## config.mk

```make
export PLATFORM = sky130hd
export DESIGN_NAME = rgb2ycbcr_coef_ctrl
export DESIGN_NICKNAME = d
export VERILOG_FILES = /design/src/rtl/rgb2ycbcr_coef_ctrl.sv
export SDC_FILE = /design/constraint.sdc
export NUM_CORES = 1
export LEC_CHECK = 0
export ABC_CLOCK_PERIOD_IN_PS = 2300
export CAP_MARGIN = 25
export CORE_UTILIZATION = 35
export DETAILED_ROUTE_END_ITERATION = 8
export DONT_BUFFER_PORTS = 1
export HOLD_SLACK_MARGIN = 0.02
export PLACE_DENSITY = 0.52
export SYNTH_ARGS = -nofsm -noshare
export SYNTH_HDL_FRONTEND = slang
export SYNTH_SLANG_ARGS = --single-unit
```

## constraint.sdc

```tcl
create_clock -name clk -period 2.3 [get_ports clk]
set_input_delay 0.345 -clock clk [delete_from_list [all_inputs] [get_ports clk]]
set_output_delay 0.345 -clock clk [all_outputs]
set_load 0.02 [all_outputs]
```

## src/rtl/rgb2ycbcr_coef_ctrl.sv

```systemverilog
// Shadow/active coefficient bank for rgb_2_ycbcr; a commit copies shadow to active only at a vs rising edge or timeout.
// Latency: shadow writes land on the handshake edge, active updates 1 cycle after vs rises; wr_ready_o drops while a commit is pending or a preset loads.
module rgb2ycbcr_coef_ctrl #(
    parameter int COEF_WIDTH     = 16,
    parameter int PIXEL_WIDTH    = 8,
    parameter int TIMEOUT_CYCLES = 4194304
) (
    input  logic                         clk,
    input  logic                         rst_n,
    input  logic                         wr_valid_i,
    output logic                         wr_ready_o,
    input  logic [3:0]                   wr_addr_i,
    input  logic signed [COEF_WIDTH-1:0] wr_data_i,
    input  logic                         preset_load_i,
    input  logic [1:0]                   preset_sel_i,
    input  logic                         commit_i,
    input  logic                         vs_i,
    output logic signed [COEF_WIDTH-1:0] a00_o,
    output logic signed [COEF_WIDTH-1:0] a01_o,
    output logic signed [COEF_WIDTH-1:0] a02_o,
    output logic signed [COEF_WIDTH-1:0] a10_o,
    output logic signed [COEF_WIDTH-1:0] a11_o,
    output logic signed [COEF_WIDTH-1:0] a12_o,
    output logic signed [COEF_WIDTH-1:0] a20_o,
    output logic signed [COEF_WIDTH-1:0] a21_o,
    output logic signed [COEF_WIDTH-1:0] a22_o,
    output logic signed [COEF_WIDTH-1:0] c0_o,
    output logic signed [COEF_WIDTH-1:0] c1_o,
    output logic signed [COEF_WIDTH-1:0] c2_o,
    output logic                         pending_o,
    output logic                         apply_o,
    output logic                         forced_o,
    output logic                         err_o
);

    typedef logic signed [COEF_WIDTH-1:0] coef_t;
    typedef coef_t [11:0] coef_bank_t;

    typedef enum logic {
        ST_IDLE,
        ST_PENDING
    } state_t;

    localparam int CNT_W = (TIMEOUT_CYCLES > 1) ? $clog2(TIMEOUT_CYCLES) : 1;
    localparam logic [CNT_W-1:0] CNT_LAST =
        (TIMEOUT_CYCLES > 0) ? CNT_W'(TIMEOUT_CYCLES - 1) : '0;
    localparam coef_t OFS_HALF = coef_t'(2 ** (PIXEL_WIDTH - 1));

    // Bank index: 0..8 = A00..A22 row-major, 9..11 = C0..C2.
    function automatic coef_bank_t preset_bank(input logic [1:0] sel);
        coef_bank_t b;
        b = '0;
        case (sel)
            2'd0: begin
                b[0]  = coef_t'(306);  b[1] = coef_t'(601);  b[2] = coef_t'(117);
                b[3]  = coef_t'(-173); b[4] = coef_t'(-339); b[5] = coef_t'(512);
                b[6]  = coef_t'(512);  b[7] = coef_t'(-429); b[8] = coef_t'(-83);
                b[10] = OFS_HALF;      b[11] = OFS_HALF;
            end
            2'd1: begin
                b[0]  = coef_t'(218);  b[1] = coef_t'(732);  b[2] = coef_t'(74);
                b[3]  = coef_t'(-117); b[4] = coef_t'(-395); b[5] = coef_t'(512);
                b[6]  = coef_t'(512);  b[7] = coef_t'(-465); b[8] = coef_t'(-47);
                b[10] = OFS_HALF;      b[11] = OFS_HALF;
            end
            default: begin
                b[0] = coef_t'(1024);
                b[4] = coef_t'(1024);
                b[8] = coef_t'(1024);
            end
        endcase
        return b;
    endfunction

    state_t           r_state;
    state_t           w_state_nxt;
    logic             r_vs_q;
    logic [CNT_W-1:0] r_cnt;
    coef_bank_t       r_shadow;
    coef_bank_t       r_active;
    logic             r_apply;
    logic             r_forced;
    logic             r_err;

    logic w_vs_rise;
    logic w_timeout;
    logic w_apply;
    logic w_apply_forced;
    logic w_wr_acc;
    logic w_preset_ok;

    assign w_vs_rise   = vs_i & ~r_vs_q;
    assign w_timeout   = (TIMEOUT_CYCLES > 0) && (r_cnt == CNT_LAST);
    assign wr_ready_o  = (r_state == ST_IDLE) && !preset_load_i;
    assign w_wr_acc    = wr_valid_i && wr_ready_o && (wr_addr_i < 4'd12);
    assign w_preset_ok = preset_load_i && (r_state == ST_IDLE) && (preset_sel_i != 2'd3);

    always_ff @(posedge clk or negedge rst_n) begin
        if (!rst_n) begin
            r_state <= ST_IDLE;
        end else begin
            r_state <= w_state_nxt;
        end
    end

    // An edge wins over a same-cycle timeout, so forced only reflects a pure timeout.
    always_comb begin
        w_state_nxt    = r_state;
        w_apply        = 1'b0;
        w_apply_forced = 1'b0;
        case (r_state)
            ST_IDLE: begin
                if (commit_i) begin
                    w_state_nxt = ST_PENDING;
                end
            end
            ST_PENDING: begin
                if (w_vs_rise || w_timeout) begin
                    w_apply        = 1'b1;
                    w_apply_forced = !w_vs_rise;
                    w_state_nxt    = ST_IDLE;
                end
            end
            default: w_state_nxt = ST_IDLE;
        endcase
    end

    always_ff @(posedge clk or negedge rst_n) begin
        if (!rst_n) begin
            r_vs_q <= 1'b0;
            r_cnt  <= '0;
        end else begin
            r_vs_q <= vs_i;
            if (r_state == ST_PENDING) begin
                r_cnt <= r_cnt + 1'b1;
            end else begin
                r_cnt <= '0;
            end
        end
    end

    always_ff @(posedge clk or negedge rst_n) begin
        if (!rst_n) begin
            r_shadow <= preset_bank(2'd0);
            r_active <= preset_bank(2'd0);
        end else begin
            if (w_preset_ok) begin
                r_shadow <= preset_bank(preset_sel_i);
            end else if (w_wr_acc) begin
                r_shadow[wr_addr_i] <= wr_data_i;
            end
            if (w_apply) begin
                r_active <= r_shadow;
            end
        end
    end

    always_ff @(posedge clk or negedge rst_n) begin
        if (!rst_n) begin
            r_apply  <= 1'b0;
            r_forced <= 1'b0;
            r_err    <= 1'b0;
        end else begin
            r_apply <= w_apply;
            r_err   <= preset_load_i && (preset_sel_i == 2'd3);
            if (w_apply) begin
                r_forced <= w_apply_forced;
            end
        end
    end

    assign a00_o     = r_active[0];
    assign a01_o     = r_active[1];
    assign a02_o     = r_active[2];
    assign a10_o     = r_active[3];
    assign a11_o     = r_active[4];
    assign a12_o     = r_active[5];
    assign a20_o     = r_active[6];
    assign a21_o     = r_active[7];
    assign a22_o     = r_active[8];
    assign c0_o      = r_active[9];
    assign c1_o      = r_active[10];
    assign c2_o      = r_active[11];
    assign pending_o = (r_state == ST_PENDING);
    assign apply_o   = r_apply;
    assign forced_o  = r_forced;
    assign err_o     = r_err;

endmodule

```

## Word level (Yosys, flattened, before mapping)

Index checks and enable logic that the tools add are counted.
W data, S select, Z words.

| operators by class | value |
|---|---|
| reductions and logical operators | 13 |
| bitwise logic cells | 3 |
| divide/modulo/power cells | 0 |
| shift operators | 0 |
| equality and inequality tests | 4 |
| muxes and demuxes | 19 |
| $add $sub $neg | 1 |
| magnitude comparators | 3 |
| multipliers | 0 |

Operators with widths:

| cell | number |
|---|---|
| $mux W192 | 2 |
| $bwmux W192 | 1 |
| $pmux W48 S2 | 2 |
| $demux W16 S4 | 1 |
| $pmux W16 S2 | 2 |
| $mux W24 | 1 |
| $add A22 B1 Y22 const B | 1 |
| $eq A22 B22 Y1 const B | 1 |
| $mux W22 | 1 |
| $pmux W11 S2 | 1 |
| $mux W16 | 1 |
| $logic_and A1 B1 Y1 | 7 |
| $mux W1 | 6 |
| $lt A4 B5 Y1 const B | 1 |
| $ge A4 B1 Y1 const B | 1 |
| $lt A4 B4 Y1 const B | 1 |
| $eq A2 B1 Y1 const B | 1 |
| $eq A2 B2 Y1 const B | 1 |
| $logic_not A1 Y1 | 2 |
| $logic_not A2 Y1 | 1 |
| $ne A2 B2 Y1 const B | 1 |
| $not A1 Y1 | 2 |
| $pmux W1 S2 | 1 |
| $reduce_bool A2 Y1 | 1 |
| 3 further kinds | 3 |

| storage, ports and cells | value |
|---|---|
| logic and storage cells | 73 |
| output and inout bits | 197 |
| bits in latches | 0 |
| RAM bits | 0 |
| memories | 0 |
| bits in read-only memories | 0 |
| register bits after elaboration | 411 |

## Longest topological paths before layout

Gate-level depths: netlist of the first run.

| logic depth | value |
|---|---|
| depth after elaboration | 7 |
| depth in mapped cells | 8 |
| mapped depth without buffers | 6 |

## Worst setup path after synthesis of the first run

No wires, ideal clock.

| path | value |
|---|---|
| path kind | register -> register |
| start | reg r_cnt[0] |
| end | reg r_active (netlist bit a02_o[10]) |
| data arrival time | 1.927 ns |
| buffers on the path | 2 |
| required time | 2.175 ns |
| stages on the path, launching flop included | 8 |
| library setup time | 0.125 ns |
| slack | 0.248 ns |
| cell sequence | dfrtp_1 > ha_1 > nand2_1 > nor4_2 > a21oi_1 > buf_2 > buf_6 > mux2_2 |

| on the way | value |
|---|---|
| longest elaborated chain between the ends | 4 |

Ends and longest elaborated chain:

| what | line | source |
|---|---|---|
| start: declaration | 78 | `logic [CNT_W-1:0] r_cnt;` |
| start signal: assignment | 135 | `r_cnt <= r_cnt + 1'b1;` |
| $eq A22 B22 Y1 | 93 | `assign w_timeout = (TIMEOUT_CYCLES > 0) && (r_cnt == CNT_LAST);` |
| $logic_or A1 B1 Y1 | 118 | `if (w_vs_rise \|\| w_timeout) begin` |
| $mux W1 | 118 |  |
| $mux W1 | 111 | `case (r_state)` |
| end signal: assignment | 145 | `r_active <= preset_bank(2'd0);` |
| end signal: assignment | 153 | `r_active <= r_shadow;` |
| end: declaration | 80 | `coef_bank_t r_active;` |

No other way between the ends.
A chain may end at the register's enable or synchronous reset.

## Worst setup path after layout of the first run

| path | value |
|---|---|
| start | reg r_cnt[0] |
| end | reg r_active (netlist bit a12_o[13]) |

The elaborated chain is that of the path after synthesis.

==> results of run 1 <==
-- worst max path at each step --
| stage | start | endpoint | slack [ns] | cells after the start |
|---|---|---|---|---|
| floorplan | r_cnt[0]$_DFF_PN0_ | a02_o[10]$_DFFE_PN0P_ | 0.25 | 7 |
| global route | r_cnt[0]$_DFF_PN0_ | a12_o[13]$_DFFE_PN0P_ | 0.03 | 7 |
| global placement | pending_o$_DFF_PN0_ | r_shadow[35]$_DFFE_PN0P_ | 0.15 | 5 |
| detailed placement | r_cnt[0]$_DFF_PN0_ | a12_o[3]$_DFFE_PN0P_ | 0.12 | 7 |
| finish | r_cnt[0]$_DFF_PN0_ | a12_o[13]$_DFFE_PN0P_ | 0.12 | 7 |
| CTS | r_cnt[0]$_DFF_PN0_ | a12_o[3]$_DFFE_PN0P_ | 0.08 | 7 |
-- registers in the layout, indices dropped and copies added (netlist names), 16 cells and up --
register,flops
r_shadow,192
r_cnt,22
a00_o,16
a01_o,16
a02_o,16
a10_o,16
a11_o,16
a12_o,16
a20_o,16
a21_o,16
a22_o,16
c0_o,16
c1_o,16
c2_o,16
-- layout make-up --
cell class | instances | area (um^2)
diodes | 2 | 5.00
clock buffers | 69 | 1380
clock inverters | 14 | 131
fillers | 4397 | 27300
inverters | 3 | 11.3
multi-input cells | 829 | 5620
flip-flops and latches | 411 | 10500
well taps | 607 | 759
repair buffers | 77 | 863
-- synthesized netlist by cell type (all sizes together) --
| master | count | area [um^2] |
|---|---|---|
| a21o | 1 | 7.51 |
| a21oi | 94 | 470 |
| a2bb2oi | 6 | 52.6 |
| a31oi | 39 | 244 |
| a32oi | 3 | 26.3 |
| and2 | 8 | 50.1 |
| and3 | 12 | 77.6 |
| and4 | 1 | 10.0 |
| buf | 37 | 268 |
| clkbuf | 63 | 236 |
| dfrtp | 279 | 6980 |
| dfstp | 132 | 3470 |
| ha | 1 | 12.5 |
| inv | 3 | 11.3 |
| mux2 | 192 | 2160 |
| mux2i | 26 | 260 |
| nand2 | 238 | 893 |
| nand2b | 6 | 37.5 |
| nand3 | 23 | 115 |
| nand4 | 6 | 52.6 |
| nor2 | 49 | 184 |
| nor2b | 5 | 31.3 |
| nor3 | 11 | 55.1 |
| nor3b | 2 | 15.0 |
| nor4 | 4 | 46.3 |
| o211ai | 1 | 7.51 |
| o21ai | 48 | 240 |
| o221a | 29 | 327 |
| o311ai | 3 | 26.3 |
| o31ai | 2 | 15.0 |
| o41ai | 3 | 26.3 |
| or3b | 1 | 8.76 |
| or4 | 4 | 30.0 |
| xnor2 | 5 | 43.8 |
| xor2 | 6 | 52.6 |
-- per-layer routing --
layer  GRT usage, %  vias up  part of all wire [%]
met4           4.70        0                   1.7
met5              0        -                     0
met2           31.1      254                    46
met1           27.6     5383                    46
met3           4.91       58                   6.2
li1               -     4740                     -
-- worst max-delay path: stages, from the launching register on --
cell     delay [ns]
dfrtp_1        0.42
ha_1           0.24
nand2_1        0.19
nor4_4         0.09
a21oi_4        0.26
buf_12         0.26
buf_12         0.21
mux2_2         0.34
-- logic make-up (layout without fill, tap and decap cells) --
group	count (synthesis)	in the layout	share of synthesized area (%)
buffers and inverters	103	163	3.12
and+or+nand+nor	370	370	9.71
other	0	2	0
muxes	218	218	14.6
xor gates and xnor gates	11	11	0.582
adders and majority gates	1	1	0.0756
AOI/OAI and AO/OA	229	229	8.72
DFF	411	411	63.2
-- where the power goes --
part	switching (mW)	internal, mW	total [mW]	leakage, nW
clock	2.96	4.36	7.31	0.754
combinational	0.732	0.847	1.58	2.72
sequential	1.40	8.62	10.0	5.20
-- per-stage QoR --
stage / instances / hold WS [ns] / setup slack [ns]
floorplan: 1343 / 0.0494 / 0.248
global placement: 1898 / 0.0671 / 0.145
detailed placement: 1898 / 0.0688 / 0.118
CTS: 2003 / -0.559 / 0.0836
global route: 2010 / -0.556 / 0.0344
finish: 2012 / -0.523 / 0.119
-- repair_timing --
item | 4_1_cts | 5_1_grt
setup endpoints to repair | 0 | 17
hold endpoints to repair | 607 | 411
resized for setup | 0 | 1
setup buffers | 0 | 0
==> metrics.txt, run 1 <==
result of the run=complete, but fails checks; failing checks=hold timing; headroom to the max-slew limit=27.9%; leakage component of the power=8.68 nW; final core utilization=41.3%; maximum number of pins on one net before global-route repair=412; maximum VDD drop=0.000565 V; effective utilization at floorplan=35.5%; final number of hold-violating endpoints=352; buffer type at the clock tree root=clkbuf_16; period utilization=94.8%; buffers added on ports=0; Post-DP HPWL=28600 um; number of buffers added to fix hold violations after cts=22; setup repair after global routing missed its margin=no; total congestion overflow=0; worst path arrival time=2.62 ns; Register-to-Register Path Depth=7; crit path time final=2.18 ns; flip-flop and latch count after synthesis=411; Placement Cell Area=17300 um^2; WL/cell=23.6 um; depth of the CTS H-tree=2; startpoint-to-endpoint class of the critical path=register to register; summed negative setup slack over all endpoints=0 ns; Clock Path Buffers=3; Hold/Removal Path Class=input pin to async pin; Avg Vias per Cell=5.19; number of nets in the synthesized netlist=1372; Setup Viol. Count Final=0; number of max-slew violations in the final report=0; final wirelength=47500 um; antenna violations before repair=3; Worst Tran Pin Value=1.08 ns; endpoint of the most critical register-to-register path=a12_o[13]$_DFFE_PN0P_; commonest non-fill, non-tap cells in the layout=279 x dfrtp_1, 237 x nand2_1, 155 x mux2_2, 132 x dfstp_2, 93 x a21oi_1; all-layer global routing usage=19.9%; initial detailed-routing violation count=591; core area=46600 um^2; total standard cell area after synthesis=16500 um^2; Top-Level Pins=225; via count of the first global-routing pass=10400; Die Footprint=48100 um^2; Die Wd=219 um; final instance area=19200 um^2; worst reg2reg setup slack=0.12 ns; TritonRoute pass-1 iters=5; fraction of final layout cells sized beyond drive strength 1=33.1%; synthesized area divided by synthesized cell count=12.3 um^2; hold slack=-0.523 ns; endpoint class of the critical path=register; wire length of the first global-routing pass=70600 um; num rows=79; latest clock arrival within the worst-skew pair=0.58 ns; gate count of the mapped netlist=1343; clock transition at the register clock pins on the worst setup and hold paths after CTS=0.06 ns; Final Net Count=1396; highest clock frequency the design can meet=458 MHz; clock skew after layout=0.0242 ns; highest net fanout along the worst path=29; post-synthesis sequential area ratio=63.2%; Critical Path RT=2.74 ns; reg2reg start=r_cnt[0]$_DFF_PN0_; Worst setup SP type=register; Final Wtd Congestion=0.782; Num Clock Sinks=411; total CTS buffers=45; number of distinct library cell variants in the gate-level netlist after synthesis=45; most common cell after layout, fill and taps aside=dfrtp_1; max cap viols=0; Syn. warnings=0; DRT antenna net count=0; clock tree from TritonCTS=yes; height of the chip=219 um; area growth from synthesis to layout=16.2%; power per cell area=984 nW/um^2; total power of the final layout=18.9 mW; total via count in the routed design=10400; count of unresolved DRC violations after routing=0
(Power assumes the default switching activity.)
==> inputs of run 2 (changes only) <==
ABC_AREA = 0   (was unset)
CORE_ASPECT_RATIO = 0.8   (was unset)
==> metrics.txt, run 2 (synthesis gave the netlist of run 1 again) <==
Worst setup SP type=register (unchanged); crit path time final=2.14 ns (was 2.18 ns); total congestion overflow=0 (unchanged); clock skew after layout=0.0174 ns (was 0.0242 ns); power per cell area=974 nW/um^2 (was 984 nW/um^2); highest net fanout along the worst path=21 (was 29); Hold/Removal Path Class=input pin to async pin (unchanged); final core utilization=41.6% (was 41.3%); final setup slack of the worst path=0.161 ns (was 0.119 ns); setup repair after global routing missed its margin=no (unchanged); highest clock frequency the design can meet=467 MHz (was 458 MHz); Post-Place Setup Slack=0.0265 ns (was 0.118 ns); Post-DP HPWL=29100 um (was 28600 um); Clock Path Buffers=3 (unchanged); area growth from synthesis to layout=15.9% (was 16.2%); maximum number of pins on one net before global-route repair=412 (unchanged); leakage component of the power=8.64 nW (was 8.68 nW); commonest non-fill, non-tap cells in the layout=279 x dfrtp_1, 236 x nand2_1, 155 x mux2_2, 132 x dfstp_2, 93 x a21oi_1 (was 279 x dfrtp_1, 237 x nand2_1, 155 x mux2_2, 132 x dfstp_2, 93 x a21oi_1); Critical Path RT=2.74 ns (about the same); failing checks=hold timing (unchanged); TritonRoute pass-1 iters=5 (unchanged); max cap viols=0 (unchanged); most common cell after layout, fill and taps aside=dfrtp_1 (unchanged); period utilization=93.0% (was 94.8%); WL/cell=24.0 um (was 23.6 um); final number of hold-violating endpoints=358 (was 352); total power of the final layout=18.7 mW (was 18.9 mW); Die Footprint=48200 um^2 (was 48100 um^2); reg2reg start=r_cnt[0]$_DFF_PN0_ (unchanged); final wirelength=48400 um (was 47500 um); all-layer global routing usage=20.3% (was 19.9%); number of buffers added to fix hold violations after cts=21 (was 22); count of unresolved DRC violations after routing=0 (unchanged); result of the run=complete, but fails checks (unchanged); buffers added on ports=0 (unchanged); latest clock arrival within the worst-skew pair=0.57 ns (was 0.58 ns); total CTS buffers=44 (was 45); Setup Viol. Count Final=0 (unchanged); total via count in the routed design=10500 (was 10400); Worst Tran Pin Value=1.09 ns (was 1.08 ns); largest register by flop count=r_shadow (unchanged); height of the chip=196 um (was 219 um); Final Net Count=1394 (was 1396); antenna violations before repair=3 (unchanged); via count of the first global-routing pass=10800 (was 10400); worst path arrival time=2.58 ns (was 2.62 ns); Num Clock Sinks=411 (unchanged); fraction of final layout cells sized beyond drive strength 1=33.1% (about the same); summed negative setup slack over all endpoints=0 ns (unchanged); highest metal used=met4 (unchanged); Met3 Wirelength=3470 um (was 2960 um); worst reg2reg setup slack=0.16 ns (was 0.12 ns); clock tree from TritonCTS=yes (unchanged); DRT antenna net count=0 (unchanged); switching power summed over all nets=5.10 mW (was 5.09 mW); num rows=70 (was 79); buffer type at the clock tree root=clkbuf_16 (unchanged); number of max-slew violations in the final report=0 (unchanged); routed metal-1 wirelength=22100 um (was 21700 um); headroom to the max-slew limit=26.9% (was 27.9%); part of the power in registers=53.7% (was 53.0%); effective utilization at floorplan=35.8% (was 35.5%); fraction of power spent switching nets=27.3% (was 26.9%); Final Wtd Congestion=0.795 (was 0.782); Register-to-Register Path Depth=7 (unchanged); endpoint of the most critical register-to-register path=a12_o[8]$_DFFE_PN0P_ (was a12_o[13]$_DFFE_PN0P_); core area=46200 um^2 (was 46600 um^2); maximum VDD drop=0.000547 V (was 0.000565 V); number of flip-flops in the largest register=192 (unchanged); clock transition at the register clock pins on the worst setup and hold paths after CTS=0.06 ns (about the same); clock group share of total power=37.8% (was 38.7%); leading registers by flop count=r_shadow x192, r_cnt x22 (unchanged); startpoint-to-endpoint class of the critical path=register to register (unchanged); initial detailed-routing violation count=647 (was 591); hold slack=-0.512 ns (was -0.523 ns); endpoint class of the critical path=register (unchanged); met2 wire length=21700 um (was 22000 um); Top-Level Pins=225 (unchanged); Internal=13.6 mW (was 13.8 mW); wire length of the first global-routing pass=72700 um (was 70600 um); depth of the CTS H-tree=2 (unchanged); Gate power share=8.5% (was 8.4%); Avg Vias per Cell=5.23 (was 5.19); Die Wd=245 um (was 219 um)
## run 2: cell count changes in the layout (fill, tap and decap cells not counted), sizes merged
cell / before / now
buf: 61 / 63
clkbuf: 69 / 66
clkinv: 11 / 9
clkinvlp: 0 / 1
diode: 2 / 1
dlygate4sd3: 16 / 13
inv: 4 / 6
## run 2: worst max path at each step
stage / start / to / slack, ns / cells past startpoint
after CTS: r_cnt[0]$_DFF_PN0_ / a00_o[14]$_DFFE_PN0P_ / 0.01 / 7
after floorplan: r_cnt[0]$_DFF_PN0_ / a02_o[10]$_DFFE_PN0P_ / 0.25 / 7
final: r_cnt[0]$_DFF_PN0_ / a12_o[8]$_DFFE_PN0P_ / 0.16 / 7
after detailed placement: r_cnt[0]$_DFF_PN0_ / a02_o[12]$_DFFE_PN0P_ / 0.03 / 7
after global placement: r_cnt[0]$_DFF_PN0_ / a02_o[11]$_DFFE_PN0P_ / 0.10 / 7
after global routing: r_cnt[0]$_DFF_PN0_ / a12_o[8]$_DFFE_PN0P_ / 0.04 / 7
## run 2: what timing repair did
item | CTS | global route
hold endpoints to repair | 607 | 411
setup buffers | 0 | 1
gates resized for setup | 0 | 4
endpoints found under the setup margin | 0 | 161
## run 2: stage by stage
stage | std cells | area (um^2)
global route | 2012 | 19200
detailed placement | 1904 | 17300
floorplan | 1343 | 16500
CTS | 2006 | 19100
global placement | 1904 | 17300
finish | 2013 | 19200
## run 2: worst max-delay path, cell delays in order (launching register included)
cell	delay, ns
dfrtp_1	0.42
ha_1	0.28
nand2_2	0.16
nor4_4	0.06
a21oi_4	0.33
buf_4	0.23
buf_12	0.17
mux2_2	0.35
## run 2: layer usage
metal | vias to the layer above | global-route usage [%]
met1 | 5424 | 28.9
met3 | 76 | 5.24
li1 | 4729 | -
met2 | 300 | 30.3
met4 | 0 | 6.04
met5 | - | 0
## run 2: power by group through the flow
stage               Combinational (mW)  Clock [mW]  Sequential [mW]
floorplan                         1.19           0             9.77
global placement                  1.35           0             10.1
detailed placement                1.39           0             10.2
CTS                               1.59        7.25             10.0
global route                      1.74        7.51             10.2
finish                            1.59        7.06             10.0
## run 2: layout make-up
class	count	area [um^2]
Sequential cell	411	10500
Inverter	3	11.3
Antenna cell	1	2.50
Tap cell	612	766
Multi-Input combinational cell	829	5650
Timing Repair Buffer	76	871
Clock inverter	15	146
Fill cell	4275	27000
Clock buffer	66	1280
